File: src/rtl/vga_sync_gen.sv
// vga_sync_gen: XGA raster timing source for the VGA text console.
// Free-running pixel/line counters delivered in split form
// (x = x_hi*32 + x_lo, y = y_hi*48 + y_lo) together with registered
// hsync/vsync/blank and a sticky frame interrupt.
// Optional feature macro: VGA_SYNC_LINE_IRQ_EN adds a raster-split interrupt
// that also sets at (x=0, y=IRQ_LINE).
module vga_sync_gen #(
    parameter int H_ACTIVE = 1024,
    parameter int H_FP     = 24,
    parameter int H_SYNC   = 136,
    parameter int H_TOTAL  = 1344,
    parameter int V_ACTIVE = 768,
    parameter int V_FP     = 3,
    parameter int V_SYNC   = 6,
    parameter int V_TOTAL  = 806,
    parameter int IRQ_LINE = 384
) (
    input  logic       clk,
    input  logic       rst,
    input  logic       cli,
    output logic       hsync,
    output logic       vsync,
    output logic       blank,
    output logic       interrupt,
    output logic [4:0] x_lo,
    output logic [5:0] x_hi,
    output logic [5:0] y_lo,
    output logic [4:0] y_hi
);

    // x is a plain concatenation of {x_hi, x_lo} because the low field is 32 wide.
    localparam logic [5:0]  X_HI_LAST = 6'((H_TOTAL - 1) / 32);
    localparam logic [4:0]  Y_HI_LAST = 5'((V_TOTAL - 1) / 48);
    localparam logic [5:0]  Y_LO_LAST = 6'((V_TOTAL - 1) % 48);
    localparam logic [10:0] HA_END    = 11'(H_ACTIVE);
    localparam logic [10:0] HS_START  = 11'(H_ACTIVE + H_FP);
    localparam logic [10:0] HS_END    = 11'(H_ACTIVE + H_FP + H_SYNC);
    localparam int          VS_START  = V_ACTIVE + V_FP;
    localparam int          VS_END    = V_ACTIVE + V_FP + V_SYNC;

    // y is compared field by field so that no multiply by 48 is needed.
    function automatic logic y_at_or_past(input logic [4:0] hi, input logic [5:0] lo,
                                          input int line);
        logic [4:0] l_hi;
        logic [5:0] l_lo;
        l_hi = 5'(line / 48);
        l_lo = 6'(line % 48);
        return (hi > l_hi) || ((hi == l_hi) && (lo >= l_lo));
    endfunction

    function automatic logic y_is(input logic [4:0] hi, input logic [5:0] lo,
                                  input int line);
        return (hi == 5'(line / 48)) && (lo == 6'(line % 48));
    endfunction

    logic [4:0]  x_lo_reg, x_lo_next;
    logic [5:0]  x_hi_reg, x_hi_next;
    logic [5:0]  y_lo_reg, y_lo_next;
    logic [4:0]  y_hi_reg, y_hi_next;
    logic        hsync_reg, hsync_next;
    logic        vsync_reg, vsync_next;
    logic        blank_reg, blank_next;
    logic        irq_reg, irq_next;
    logic        line_end, frame_end, irq_set;
    logic [10:0] x_next;

    // Next raster position plus the sync/blank/interrupt values that describe it,
    // so the registered outputs line up with the registered coordinates.
    always_comb begin
        line_end  = (x_hi_reg == X_HI_LAST) && (x_lo_reg == 5'd31);
        frame_end = (y_hi_reg == Y_HI_LAST) && (y_lo_reg == Y_LO_LAST);

        x_lo_next = x_lo_reg + 5'd1;
        x_hi_next = x_hi_reg;
        y_lo_next = y_lo_reg;
        y_hi_next = y_hi_reg;

        if (line_end) begin
            x_hi_next = 6'd0;
            if (frame_end) begin
                y_lo_next = 6'd0;
                y_hi_next = 5'd0;
            end else if (y_lo_reg == 6'd47) begin
                y_lo_next = 6'd0;
                y_hi_next = y_hi_reg + 5'd1;
            end else begin
                y_lo_next = y_lo_reg + 6'd1;
            end
        end else if (x_lo_reg == 5'd31) begin
            x_hi_next = x_hi_reg + 6'd1;
        end

        x_next     = {x_hi_next, x_lo_next};
        hsync_next = !((x_next >= HS_START) && (x_next < HS_END));
        vsync_next = !(y_at_or_past(y_hi_next, y_lo_next, VS_START) &&
                       !y_at_or_past(y_hi_next, y_lo_next, VS_END));
        blank_next = (x_next >= HA_END) || y_at_or_past(y_hi_next, y_lo_next, V_ACTIVE);

`ifdef VGA_SYNC_LINE_IRQ_EN
        irq_set = (x_next == 11'd0) &&
                  (y_is(y_hi_next, y_lo_next, V_ACTIVE) || y_is(y_hi_next, y_lo_next, IRQ_LINE));
`else
        irq_set = (x_next == 11'd0) && y_is(y_hi_next, y_lo_next, V_ACTIVE);
`endif
        // A set in the same cycle as cli wins.
        irq_next = irq_set || (irq_reg && !cli);
    end

    // Raster state and output registers; reset restarts cleanly at (0,0).
    always_ff @(posedge clk) begin
        if (rst) begin
            x_lo_reg  <= 5'd0;
            x_hi_reg  <= 6'd0;
            y_lo_reg  <= 6'd0;
            y_hi_reg  <= 5'd0;
            hsync_reg <= 1'b1;
            vsync_reg <= 1'b1;
            blank_reg <= 1'b0;
            irq_reg   <= 1'b0;
        end else begin
            x_lo_reg  <= x_lo_next;
            x_hi_reg  <= x_hi_next;
            y_lo_reg  <= y_lo_next;
            y_hi_reg  <= y_hi_next;
            hsync_reg <= hsync_next;
            vsync_reg <= vsync_next;
            blank_reg <= blank_next;
            irq_reg   <= irq_next;
        end
    end

    assign x_lo      = x_lo_reg;
    assign x_hi      = x_hi_reg;
    assign y_lo      = y_lo_reg;
    assign y_hi      = y_hi_reg;
    assign hsync     = hsync_reg;
    assign vsync     = vsync_reg;
    assign blank     = blank_reg;
    assign interrupt = irq_reg;

endmodule

File: config.mk
export PLATFORM = sky130hd
export DESIGN_NAME = vga_sync_gen
export DESIGN_NICKNAME = d
export VERILOG_FILES = /design/src/rtl/vga_sync_gen.sv
export SDC_FILE = /design/constraint.sdc
export NUM_CORES = 1
export LEC_CHECK = 0
export CAP_MARGIN = 5
export CORE_UTILIZATION = 50
export CTS_CLUSTER_DIAMETER = 60
export DETAILED_ROUTE_END_ITERATION = 16
export PLACE_DENSITY = 0.78
export SETUP_SLACK_MARGIN = 0.5
export SLEW_MARGIN = 10
export SYNTH_ARGS = -nofsm -noshare
export SYNTH_HDL_FRONTEND = slang
export SYNTH_SLANG_ARGS = --single-unit
File: constraint.sdc
create_clock -name clk -period 2.8 [get_ports clk]
set_clock_uncertainty 0.05 [all_clocks]
set_input_delay 0.42 -clock clk [delete_from_list [all_inputs] [get_ports clk]]
set_output_delay 0.42 -clock clk [all_outputs]
set_load 0.1 [all_outputs]
==> results.toml <==
[setup_path]
required_ns = 2.99
cp.arrival_ns = 2.56
endpoint_kind = "flip-flop"
cp_max_fo = 8
setup.worst_path.start_class = "flip-flop"
critical_path_class = "reg2reg"

[logic_synthesis]
synth-warning-count = 0
synth_ff_type = "dfxtp_1"
synth_edf_count = 0
synth_seq_cells = 26
synthArstFlopShare_pct = 0
syn_area_per_cell_sq_um = 8.48
synth_nets = 183
ys_types = 48
syn_area_sq_um = 1450
seq_area_frac_synth_pct = 35.9
synth_cells = 171

[routing]
wirelength_mm = 4.08
drc = 0
ant_nets = 0
wire_per_inst_um = 16.7
drtPass1Iterations = 5
dr.first_iter.drc_count = 101
num_vias = 1500
avgViaCountPerCell = 6.12

[clocking]
numCtsBuffers = 3
clock_sinks = 26
insertion_delay_ns = 0.33
clk_pin_slew_ns = 0.15
cts_tree = "yes"
cts_root_buf = "clkbuf_4"
cts_max_level = 1
cts_buffer_depth = 2

[power_and_ir_drop]
power_density_nw_per_um2 = 341
p_leak_uw = 0.000818
fin_total_pwr_uw = 706
peakVddDrop_mv = 0.341

[placement]
place_hpwl_mm = 2.74
numPortBuffers = 28
place.gp.congestion = 0.928
numPlacedInstances = 226

[layout]
antenna_cells = 0
stdcell_count = 245
nNetsFinal = 227
area_growth_pct = 42.5
drive_gt1_share_pct = 45.3

[global_routing]
antenna_found_initial = 0
grtUsageTotal_pct = 26.0
grt_overflow = 0
grt_max_degree = 18
grt_pass1_vias = 1351
grt_pass1_wl_mm = 6.40

[timing]
rsz0062_at_grt = "yes"
hold_viol = 0
timing.final.crit_period_ns = 2.37
fmax_mhz = 423
tns_ns = 0
period_share_pct = 84.5
tightest_slew_ns = 0.683
setup_violations = 0
slew_headroom_pct = 54.4
final_max_slew_viol_count = 0

[min_path]
min_path_type = "reg2reg"

[floorplanning]
fp.dieW_um = 55.9
io_pins = 29
num_rows = 19
die_y_um = 55.9
coreArea_sq_um = 2760
initial_core_util_pct = 52.6
die-area_sq_um = 3120

[status]
status = "completed"

[job]
cap_violations = 0
==> cells in the final DEF, fill, tap and decap left out, types with 2 or more instances in the layout <==
cell type / netlist / layout
nor3_1: 6 / 6
or3_4: 0 / 2
nor4_1: 4 / 2
or4_4: 0 / 3
buf_4: 0 / 44
a22oi_2: 0 / 2
ha_4: 0 / 4
clkbuf_4: 0 / 3
dfxtp_4: 0 / 13
nand2_1: 12 / 10
o21ai_0: 5 / 3
xor2_1: 6 / 6
nand4b_1: 3 / 3
nor3b_1: 3 / 3
nor2_1: 17 / 17
nand4_1: 3 / 3
clkdlybuf4s50_1: 0 / 2
ha_1: 9 / 5
dfxtp_1: 26 / 4
a31oi_1: 2 / 2
xnor2_1: 4 / 4
inv_1: 9 / 9
nand2_4: 0 / 2
a21oi_2: 0 / 2
o21ai_1: 0 / 2
nor2b_1: 5 / 5
nand3_1: 10 / 10
or3_1: 4 / 2
a21oi_1: 5 / 3
dfxtp_2: 0 / 9
==> cells in the mapped netlist (all sizes together) (2+ instances only) <==
cell type	count	share of area, %
a22oi	2	1.0
xor2	6	3.6
or3	4	1.7
or3b	2	1.2
a21oi	5	1.7
nor2	17	4.4
inv	9	2.3
xnor2	4	2.4
dfxtp	26	36
nand4b	3	1.8
a31oi	3	1.7
o21ai	5	1.7
nor2b	5	2.2
and3	3	1.4
nand3	10	3.5
nand4	3	1.3
or2	2	0.86
nand2	12	3.1
nor3b	3	1.6
clkbuf	6	1.6
or4	3	1.6
nor3	6	2.1
nor4	4	1.7
ha	9	7.8
==> layer usage <==
metal,global-route usage [%],share of wire [%],vias to the layer above
met5,0,0,-
met1,36.3,44,680
met4,9.41,2.1,0
met2,41.0,46,96
li1,-,-,711
met3,4.19,8.5,13
==> metrics by stage <==
stage | hold slack (ns) | worst slack (ns) | cell area (sq um) | utilization (%)
after detailed placement | 0.392 | 0.309 | 1840 | 66.7
final | 0.422 | 0.433 | 2070 | 75.0
after floorplan | 0.436 | 0.301 | 1600 | -
after CTS | 0.426 | 0.406 | 1950 | 70.8
after global routing | 0.441 | 0.333 | 2070 | 75.0
after global placement | 0.384 | 0.307 | 1840 | 66.7
==> report_power, final <==
| group | internal [uW] | switching (uW) | total, uW |
|---|---|---|---|
| registers | 373 | 12.5 | 385 |
| logic | 43.7 | 106 | 149 |
| clock network | 55.8 | 115 | 171 |
==> area by class of cell <==
| type | count | area [sq um] |
|---|---|---|
| fill | 213 | 691 |
| sequential | 26 | 581 |
| timing repair buffer | 46 | 350 |
| multi-input combinational | 129 | 1040 |
| tap | 31 | 38.8 |
| inverter | 9 | 33.8 |
| clock buffer | 4 | 26.3 |
==> timing repair <==
item,CTS,global route
resized for setup,5,12
setup buffers,8,7
hold buffers,0,0
pin swaps,1,11
endpoints found under the setup margin,2,2
==> kinds of logic after synthesis <==
kind of cell | Yosys count | synth area share (%)
muxes | 1 | 0.690
and+or+nand+nor | 82 | 31.4
DFF | 26 | 35.9
buffers and inverters | 16 | 4.66
adders and majority gates | 9 | 7.77
xor gates and xnor gates | 10 | 6.04
AOI/OAI and AO/OA | 27 | 13.5
==> worst paths after layout <==
path / cells after the start / startpoint / slack [ns] / endpoint
hold reg to reg: 2 / interrupt / 0.42 / interrupt
setup reg to reg: 7 / y_lo[2] / 0.43 / vsync
setup / recovery: 7 / y_lo[2] / 0.43 / vsync
hold / removal: 2 / interrupt / 0.42 / interrupt
==> critical path, cell delays in order (launching register included) <==
cell and delay, ns:
dfxtp_4 0.42, or3b_2 0.49, o21ai_1 0.23, buf_4 0.19, nand3_1 0.12, a21boi_0 0.18, or3b_1 0.40, or2_1 0.21
No activity file was read; power rests on OpenSTA's default activity.
